`config.mk`:
```
export PLATFORM = sky130hd
export DESIGN_NAME = serial_adder
export DESIGN_NICKNAME = d
export VERILOG_FILES = /design/src/rtl/serial_adder_pkg.sv /design/src/rtl/serial_adder_full_adder_cell.sv /design/src/rtl/serial_adder.sv
export SDC_FILE = /design/constraint.sdc
export NUM_CORES = 1
export LEC_CHECK = 0
export ABC_AREA = 1
export BUFFER_PORTS_ARGS = -buffer_cell sky130_fd_sc_hd__buf_2
export CORE_ASPECT_RATIO = 0.9
export CORE_MARGIN = 2
export CORE_UTILIZATION = 59
export CTS_CLUSTER_DIAMETER = 150
export DETAILED_ROUTE_END_ITERATION = 10
export PLACE_DENSITY = 0.82
export SLEW_MARGIN = 20
export SYNTH_ARGS = -nofsm -noshare
export SYNTH_HDL_FRONTEND = slang
export SYNTH_HIERARCHICAL = 1
export SYNTH_SLANG_ARGS = --single-unit
```
`constraint.sdc`:
```
create_clock -name clk -period 3.9 [get_ports clk]
set_clock_uncertainty 0.15 [all_clocks]
set_input_delay 0.195 -clock clk [delete_from_list [all_inputs] [get_ports clk]]
set_output_delay 0.195 -clock clk [all_outputs]
set_load 0.01 [all_outputs]
```
`src/rtl/serial_adder_pkg.sv`:
```
// -----------------------------------------------------------------------------
// serial_adder_pkg
//   Shared definitions for the bit-serial add/subtract unit:
//     - state_t    : FSM state encoding (ST_IDLE = 1'b0, ST_RUN = 1'b1)
//     - MODE_ADD / MODE_SUB : values of the 'sub' request input
//     - cnt_width(): width of the bit counter for a given operand width
// -----------------------------------------------------------------------------
package serial_adder_pkg;

    typedef enum logic {
        ST_IDLE = 1'b0,
        ST_RUN  = 1'b1
    } state_t;

    localparam logic MODE_ADD = 1'b0;
    localparam logic MODE_SUB = 1'b1;

    // The counter only has to reach WIDTH-1, so $clog2(WIDTH) bits are enough;
    // clamp to one bit so a degenerate width never yields a zero-width vector.
    function automatic int cnt_width(input int width);
        return (width > 1) ? $clog2(width) : 1;
    endfunction

endpackage

```
`src/rtl/serial_adder_full_adder_cell.sv`:
```
// -----------------------------------------------------------------------------
// full_adder_cell
//   Single-bit combinational full adder; the only arithmetic in serial_adder.
//   Ports:
//     a, b  in  1  operand bits
//     cin   in  1  carry in
//     s     out 1  sum bit
//     cout  out 1  carry out
// -----------------------------------------------------------------------------
module full_adder_cell (
    input  logic a,
    input  logic b,
    input  logic cin,
    output logic s,
    output logic cout
);

    assign s    = a ^ b ^ cin;
    assign cout = (a & b) | (cin & (a ^ b));

endmodule

```
`src/rtl/serial_adder.sv`:
```
// -----------------------------------------------------------------------------
// serial_adder
//   Bit-serial add/subtract unit. Two WIDTH-bit operands are processed LSB
//   first, one bit per clock, through one full_adder_cell and a carry flop.
//   Subtraction is a + ~b + 1 (operand B inverted at load, carry preset to 1).
//
//   Parameters:
//     WIDTH  operand/result width, 2..32 (default 8)
//
//   Ports:
//     clk    in   1      rising-edge clock
//     rst_n  in   1      asynchronous active-low reset
//     start  in   1      request, sampled only while idle
//     sub    in   1      0: a+b, 1: a-b (sampled with start)
//     a, b   in   WIDTH  operands (sampled with start)
//     busy   out  1      high while bits are being processed
//     done   out  1      one-cycle pulse, results valid from this cycle
//     sum    out  WIDTH  result, held until the next completed operation
//     cout   out  1      add: carry out; sub: no-borrow (a >= b unsigned)
//     ovf    out  1      signed overflow
//
//   Build option:
//     SERIAL_ADDER_OVF_EN  defined  : ovf registered as (carry into MSB) ^ (carry
//                                     out of MSB) on the last bit.
//                          undefined: ovf tied low, no flop.
//
//   Timing: start sampled at edge N, done high in the cycle after edge N+WIDTH.
// -----------------------------------------------------------------------------
module serial_adder
    import serial_adder_pkg::*;
#(
    parameter int WIDTH = 8
) (
    input  logic             clk,
    input  logic             rst_n,
    input  logic             start,
    input  logic             sub,
    input  logic [WIDTH-1:0] a,
    input  logic [WIDTH-1:0] b,
    output logic             busy,
    output logic             done,
    output logic [WIDTH-1:0] sum,
    output logic             cout,
    output logic             ovf
);

    localparam int            CW       = cnt_width(WIDTH);
    localparam logic [CW-1:0] CNT_LAST = CW'(WIDTH - 1);

    if (WIDTH < 2 || WIDTH > 32) begin : g_width_check
        $error("serial_adder: WIDTH must be in 2..32");
    end

    state_t           state;
    logic [WIDTH-1:0] a_sh;
    logic [WIDTH-1:0] b_sh;
    // Holds the WIDTH-1 result bits produced so far; the last bit comes
    // straight from the adder when sum is loaded.
    logic [WIDTH-2:0] res_sh;
    logic             carry;
    logic [CW-1:0]    cnt;

    logic             fa_s;
    logic             fa_co;

    full_adder_cell u_fa (
        .a    (a_sh[0]),
        .b    (b_sh[0]),
        .cin  (carry),
        .s    (fa_s),
        .cout (fa_co)
    );

    // NOTE: state is updated with non-blocking assignments only, so every
    // right-hand side in this block sees the pre-edge values.
    always_ff @(posedge clk or negedge rst_n) begin
        if (!rst_n) begin
            // NOTE: the operand/result shift registers are reset as well; they
            // are few flops and a reset mid-operation must leave no residue.
            state  <= ST_IDLE;
            busy   <= 1'b0;
            done   <= 1'b0;
            sum    <= '0;
            cout   <= 1'b0;
            a_sh   <= '0;
            b_sh   <= '0;
            res_sh <= '0;
            carry  <= 1'b0;
            cnt    <= '0;
`ifdef SERIAL_ADDER_OVF_EN
            ovf    <= 1'b0;
`endif
        end else begin
            done <= 1'b0;
            case (state)
                ST_IDLE: begin
                    if (start) begin
                        a_sh  <= a;
                        b_sh  <= b ^ {WIDTH{sub == MODE_SUB}};
                        carry <= (sub == MODE_SUB);
                        cnt   <= '0;
                        busy  <= 1'b1;
                        state <= ST_RUN;
                    end
                end
                ST_RUN: begin
                    a_sh   <= a_sh >> 1;
                    b_sh   <= b_sh >> 1;
                    // New sum bit enters at the top and moves down each cycle.
                    res_sh <= (WIDTH-1)'({fa_s, res_sh} >> 1);
                    carry  <= fa_co;
                    cnt    <= cnt + 1'b1;
                    if (cnt == CNT_LAST) begin
                        sum   <= {fa_s, res_sh};
                        cout  <= fa_co;
`ifdef SERIAL_ADDER_OVF_EN
                        // carry still holds the carry into the MSB here.
                        ovf   <= carry ^ fa_co;
`endif
                        cnt   <= '0;
                        busy  <= 1'b0;
                        done  <= 1'b1;
                        state <= ST_IDLE;
                    end
                end
                default: state <= ST_IDLE;
            endcase
        end
    end

`ifndef SERIAL_ADDER_OVF_EN
    assign ovf = 1'b0;
`endif

endmodule
```
==> impl_metrics.py, run 1 <==
metrics = {
    "global_route": {
        "antenna_found_initial": 0,
        "grt_pass1_vias": 1309,
        "grt.busiest_layer": "met2",
        "use_met2_pct": 29.80,
        "grt_pass1_wl_um": 5540,
        "grt_start_max_net_pins": 40,
        "use_met3_pct": 5.210,
        "grtUsageTotal_pct": 20.14,
        "use_met1_pct": 27.52,
        "grt_overflow_total": 0,
    },
    "power": {
        "clkPwrFrac_pct": 14.6,
        "vdd_drop_max_mv": 0.3007,
        "swShare_pct": 38.62,
        "p_total_mw": 1.338,
        "leakage_nw": 1.241,
        "comb_power_share_pct": 33.2,
        "internal-power_mw": 0.8213,
        "seqPwrFrac_pct": 52.2,
        "pwr_density_cell_nw_per_um2": 634.3,
        "switchingPower_mw": 0.5167,
    },
    "logic_synthesis": {
        "synth_seq_area_share_pct": 53.65,
        "synth.ff_latch_count": 39,
        "synth_area_per_cell_um2": 8.307,
        "syn_area_um2": 1819,
        "synth_top_area_cell": "dfrtp_1",
        "synth_commonest_cells": "nand2_1 (102), dfrtp_1 (39), inv_1 (25)",
        "syn_inst": 219,
        "ys.warnings.count": 6,
        "synth-main-ff-cell": "dfrtp_1",
        "synth.distinct_cells": 20,
        "synth-edff-count": 0,
        "ys_async_sr_fraction_pct": 100.0,
        "yosysTopAreaCellShare_pct": 53.65,
        "synth_nets": 243,
        "synth_most_common_cell": "nand2_1",
        "synth.area.top_cells": "dfrtp_1 (54%), nand2_1 (21%), inv_1 (5.2%), buf_6 (3.1%), nand3_1 (2.2%)",
    },
    "drt": {
        "wl_um": 3087,
        "drc": 0,
        "via_per_inst": 4.694,
        "drtIter0Drc": 113,
        "drt_first_pass_iters": 4,
        "vias": 1413,
        "routedWlPerCell_um": 10.26,
        "antenna_left": 0,
    },
    "cells_and_area": {
        "area_delta_synth_final_pct": 15.96,
        "drive_gt1_share_pct": 17.37,
        "final_core_util_pct": 70.43,
        "stdcell_area_um2": 2110,
        "regArea_um2": 977.2,
        "fillers": 257,
        "fin_nets": 282,
        "final_cells": 301,
        "antenna_cells": 0,
        "multi_input_area_um2": 648.1,
    },
    "floorplan": {
        "die_h_um": 56.68,
        "die_w_um": 62.53,
        "io_pins": 32,
        "die_area_um2": 3544,
        "core_um2": 2995,
        "rows": 19,
        "start_util_pct": 60.74,
    },
    "clocking": {
        "clock-sinks": 39,
        "numCtsBuffers": 5,
        "cts_max_path_buffers": 2,
        "cts_tree": "done",
        "h-tree-depth": 2,
        "post_cts_buffers": 0,
        "clk_latency_ns": 0.34,
        "clkTransAtPathRegs_ns": 0.11,
        "cts-root-buf": "clkbuf_4",
    },
    "timing": {
        "worst_pin_slew_ns": 0.8009,
        "fin_crit_ns": 1.632,
        "setup_violations": 0,
        "report.final.slew_viol_count": 0,
        "tns_ns": 0,
        "report.final.hold_viol_count": 0,
        "relSlewSlack_pct": 46.60,
        "rsz0062_at_grt": "no",
        "clock.fmax_mhz": 612.7,
        "min_period_over_period_pct": 41.85,
    },
    "placed_design": {
        "routabilityCongestion": 0.7531,
        "dp.cells": 281,
        "placed_cell_area_um2": 1936,
        "dpl.hpwl_um": 1962,
        "portBuffers": 30,
    },
    "run": {
        "drv_cap": 0,
    },
    "critical_path": {
        "cp-end-kind": "register",
        "worst_ep_arrival_time_ns": 1.76,
        "start_kind": "register",
        "ff2ff_setup_slack_ns": 2.27,
        "critical_path_required_ns": 4.03,
        "crit_fanout": 36,
        "path_class": "register to register",
    },
    "worst_hold_path": {
        "hp-class": "primary input to register",
    },
    "outcome": {
        "outcome": "finished clean",
    },
}
-- path summary, 6_finish.rpt --
path                            depth (start not counted)  startpoint      end
max in group asynchronous                               2       rst_n    state
worst max-delay path                                    3       state    carry
worst min register to register                          2     b_sh[4]  b_sh[4]
worst min-delay path                                    5        b[4]  b_sh[4]
min in group asynchronous                               2       rst_n   sum[0]
worst max register to register                          3       state    carry
-- area by class of cell --
class | instances | share of cell area (%)
clock buffers | 5 | 1.779
clock inverters | 3 | 0.7117
multi-input cells | 143 | 30.72
repair buffers | 42 | 12.81
inverters | 27 | 5.160
well taps | 42 | 2.491
flip-flops and latches | 39 | 46.32
-- flip-flops by register name, summed over array words and instances (netlist names), 3 cells and up --
register and cells:
res_sh 7, b_sh 8, cnt 3, sum 8, a_sh 8
-- worst max-delay path, cell delays in order, from the launching register on --
cell and delay (ns):
dfrtp_2 0.66, nor2_4 0.48, nand2_1 0.14, nand3_1 0.13
-- cell families (layout without fill, tap and decap cells) --
group	count (synthesis)	count (layout)	synth area share [%]
compound gates	22	22	6.189
simple gates	116	116	26.07
other cells	1	1	0.2061
buf+inv	37	77	10.73
flops	39	39	53.65
fa+ha+maj	4	4	3.164
-- power groups by stage --
| stage | sequential (mW) | combinational, mW | clock, mW |
|---|---|---|---|
| 2_1_floorplan | 0.665 | 0.384 | 0 |
| 3_3_place_gp | 0.704 | 0.421 | 0 |
| 3_5_place_dp | 0.706 | 0.437 | 0 |
| 4_1_cts | 0.697 | 0.450 | 0.198 |
| 5_1_grt | 0.727 | 0.525 | 0.221 |
| 6_report | 0.699 | 0.444 | 0.195 |
-- metrics by stage --
step           setup WS [ns]  hold slack [ns]
2_1_floorplan          2.560          -0.2506
3_3_place_gp           2.025           0.1835
3_5_place_dp           1.989           0.1787
4_1_cts                1.970         0.004034
5_1_grt                2.195          0.01132
6_report               2.268          0.01263
-- cells in the final DEF (no fill, tap or decap), drive strengths merged --
master	Yosys	routed
fa	1	1
ha	3	3
nand3	9	9
a21oi	7	7
conb	1	1
nand2	104	104
a22oi	1	1
inv	27	27
dlygate4sd3	0	12
clkinv	0	3
nor2	3	3
buf	10	30
dfrtp	39	39
clkbuf	0	5
o21ai	14	14
-- routing by layer --
metal  vias to the layer above  routed length, um
li1                        735                  -
met1                       613               1487
met2                        52               1325
met3                        13                175
met4                         0                 99
met5                         -                  0
-- what timing repair did --
action / 4_1_cts / 5_1_grt
resized for setup: 0 / 0
hold endpoints to repair: 50 / 0
hold buffers: 12 / 0
(Power assumes the default switching activity.)
==> run 2: changes to the inputs <==
--- a/config.mk
+++ b/config.mk
@@ -5,14 +5,14 @@
 export SDC_FILE = /design/constraint.sdc
 export NUM_CORES = 1
 export LEC_CHECK = 0
-export ABC_AREA = 1
+export ABC_AREA = 0
 export BUFFER_PORTS_ARGS = -buffer_cell sky130_fd_sc_hd__buf_2
 export CORE_ASPECT_RATIO = 0.9
 export CORE_MARGIN = 2
-export CORE_UTILIZATION = 59
+export CORE_UTILIZATION = 49
 export CTS_CLUSTER_DIAMETER = 150
 export DETAILED_ROUTE_END_ITERATION = 10
-export PLACE_DENSITY = 0.82
+export PLACE_DENSITY = 0.72
 export SLEW_MARGIN = 20
 export SYNTH_ARGS = -nofsm -noshare
 export SYNTH_HDL_FRONTEND = slang
==> constraint.sdc (replaced) <==
create_clock -name clk -period 1.39 [get_ports clk]
set_clock_uncertainty 0.15 [all_clocks]
set_input_delay 0.0695 -clock clk [delete_from_list [all_inputs] [get_ports clk]]
set_output_delay 0.0695 -clock clk [all_outputs]
set_load 0.01 [all_outputs]
==> impl_metrics.py, run 2 <==
metrics = {
    "outcome": {
        "outcome": "finished with violations",
        "violations": "setup timing",
    },
    "logic_synthesis": {
        "synth_area_per_cell_um2": 13.18,
        "syn_area_um2": 1819,
        "synth_most_common_cell": "dfrtp_1",
        "synth-edff-count": 0,
        "synth.area.top_cells": "dfrtp_1 (54%), mux2_4 (7.4%), mux2i_1 (5.0%), mux2_2 (3.7%), o211ai_2 (3.4%)",
        "synth.distinct_cells": 32,
        "syn_inst": 138,
        "ys.warnings.count": 6,
        "synth_commonest_cells": "dfrtp_1 (39), nand2_1 (13), mux2_4 (9), mux2i_1 (9)",
        "synth.ff_latch_count": 39,
        "yosysTopAreaCellShare_pct": 53.65,
        "synth_nets": 162,
        "synth_seq_area_share_pct": 53.65,
        "synth-main-ff-cell": "dfrtp_1",
        "synth_top_area_cell": "dfrtp_1",
        "ys_async_sr_fraction_pct": 100.0,
    },
    "clocking": {
        "clkTransAtPathRegs_ns": 0.07,
        "cts_max_path_buffers": 2,
        "clock-sinks": 39,
        "cts_tree": "done",
        "cts-root-buf": "clkbuf_8",
        "h-tree-depth": 2,
        "numCtsBuffers": 5,
        "clk_latency_ns": 0.29,
    },
    "global_route": {
        "grt_pass1_vias": 1177,
        "grt_pass1_wl_um": 5651,
        "grtUsageTotal_pct": 19.34,
        "grt_start_max_net_pins": 22,
        "grt_overflow_total": 0,
        "antenna_found_initial": 0,
    },
    "cells_and_area": {
        "fin_nets": 216,
        "multi_input_area_um2": 808.3,
        "regArea_um2": 975.9,
        "fillers": 270,
        "most-common-layout-cells": "dfrtp_1 (39), buf_2 (30), dlygate4sd3_1 (15), nand2_1 (13)",
        "top_regs": "a_sh: 8 flops, b_sh: 8 flops, sum: 8 flops",
        "drive_gt1_share_pct": 38.34,
        "antenna_cells": 0,
        "area_delta_synth_final_pct": 28.82,
        "final_common_cell": "dfrtp_1",
    },
    "floorplan": {
        "start_util_pct": 52.68,
        "die_w_um": 68.23,
        "die_area_um2": 4217,
        "die_h_um": 61.81,
        "io_pins": 32,
        "core_um2": 3453,
        "rows": 20,
    },
    "placed_design": {
        "portBuffers": 30,
        "routabilityCongestion": 0.7363,
        "dpl.hpwl_um": 2338,
    },
    "power": {
        "leakage_nw": 1.166,
        "pwr_density_cell_nw_per_um2": 1957,
        "internal-power_mw": 3.049,
        "clkPwrFrac_pct": 16.0,
        "vdd_drop_max_mv": 0.7992,
        "comb_power_share_pct": 42.2,
        "swShare_pct": 33.51,
        "p_total_mw": 4.585,
        "switchingPower_mw": 1.536,
        "seqPwrFrac_pct": 41.8,
    },
    "drt": {
        "drc": 0,
        "vias": 1207,
        "drtIter0Drc": 74,
        "wl_um": 3409,
        "drt_first_pass_iters": 4,
        "via_per_inst": 5.093,
        "antenna_left": 0,
        "routedWlPerCell_um": 14.38,
    },
    "timing": {
        "rsz0062_at_grt": "yes",
        "fin_crit_ns": 1.479,
        "worst_slack_ns": -0.08872,
        "report.final.hold_viol_count": 0,
        "tns_ns": -0.7484,
        "setup_violations": 10,
        "clock.fmax_mhz": 676.3,
        "min_period_over_period_pct": 106.4,
        "report.final.slew_viol_count": 0,
    },
    "run": {
        "drv_cap": 0,
    },
    "worst_hold_path": {
        "hp-class": "primary input to register",
    },
    "critical_path": {
        "start_kind": "register",
        "slowest_delay_ns": 0.39,
        "worst_ep_arrival_time_ns": 1.51,
        "cp-end-kind": "register",
        "path_class": "register to register",
        "crit_fanout": 5,
        "cp_slowest_cell": "dfrtp_1",
        "critical_path_required_ns": 1.42,
        "path_cells": "ha_2 -> ha_4 -> nand2_8 -> mux2_4",
    },
}
[run 2: cell count changes in the layout (fill, tap and decap cells not counted), sizes merged, moves of 9 or more]
cell | previous run | this run
nand2 | 104 | 15
mux2i | 0 | 9
mux2 | 0 | 16
nand3 | 9 | 0
inv | 27 | 2
buf | 30 | 40
[run 2: logic make-up (layout without fill, tap and decap cells)]
group | Yosys count | after routing | synth area share (%)
flip-flops | 39 | 39 | 53.65
adder cells (fa/ha/maj) | 4 | 4 | 3.164
other | 1 | 1 | 0.2061
XOR/XNOR | 8 | 8 | 3.852
AO/OA/AOI/OAI | 21 | 21 | 9.148
AND/OR/NAND/NOR | 29 | 30 | 8.941
multiplexers | 25 | 25 | 16.71
buffers and inverters | 11 | 65 | 4.333
[run 2: area by class of cell]
cell class              count  share of cell area, %
clock inverters             3                 0.6407
flip-flops and latches     39                  41.64
inverters                   2                 0.3203
well taps                  44                  2.349
multi-input cells          89                  34.49
repair buffers             55                  17.62
clock buffers               5                  2.936
[run 2: layer usage]
metal,routed length [um],global-route usage [%],vias to the layer above
met1,1567,24.06,590
met2,1652,30.65,25
met5,0,0,-
met4,38,9.429,0
met3,150,6.486,4
li1,-,-,588
[run 2: path summary, 6_finish.rpt]
path / from / end / slack, ns / cells past startpoint
worst min-delay path: start / b_sh[7] / 0.05 / 3
worst min register to register: a_sh[1] / a_sh[0] / 0.34 / 2
worst max register to register: cnt[0] / sum[7] / -0.09 / 4
worst max-delay path: cnt[0] / sum[7] / -0.09 / 4
min in group asynchronous: rst_n / b_sh[2] / 0.11 / 2
max in group asynchronous: rst_n / a_sh[3] / 0.51 / 3
[run 2: stage by stage]
step | cells | hold WS [ns] | area (um2) | util (%) | setup WS (ns)
after CTS | 235 | 0.03009 | 2316 | 67.07 | -0.08751
after floorplan | 138 | -0.3761 | 1843 | - | -0.01691
final | 237 | 0.04520 | 2344 | 67.86 | -0.08872
after detailed placement | 212 | -0.1076 | 2082 | 60.29 | -0.07728
after global placement | 212 | -0.1198 | 2082 | 60.29 | -0.03878
after global routing | 237 | 0.05179 | 2344 | 67.86 | -0.1046
[run 2: repair_timing]
action / CTS / global route
endpoints found under the hold margin: 53 / 0
endpoints found under the setup margin: 10 / 10
gates resized for setup: 0 / 1
pin swaps: 0 / 4
hold buffers: 15 / 0
setup buffers: 0 / 1
gates cloned: 0 / 1
[run 2: power groups by stage]
stage                     combinational (mW)  clock [mW]  sequential [mW]
after floorplan                         1.26           0             1.91
after global placement                  1.75           0             1.90
after detailed placement                1.84           0             1.94
after CTS                               1.88       0.759             1.92
after global routing                    2.12       0.806             1.98
final                                   1.93       0.734             1.92
[run 2: worst max-delay path: cells and delay by family (launching register included)]
family	cells	cell delay (ns)
AND/OR/NAND/NOR	1	0.10
adder cells (fa/ha/maj)	2	0.41
multiplexers	1	0.30
flip-flops	1	0.39
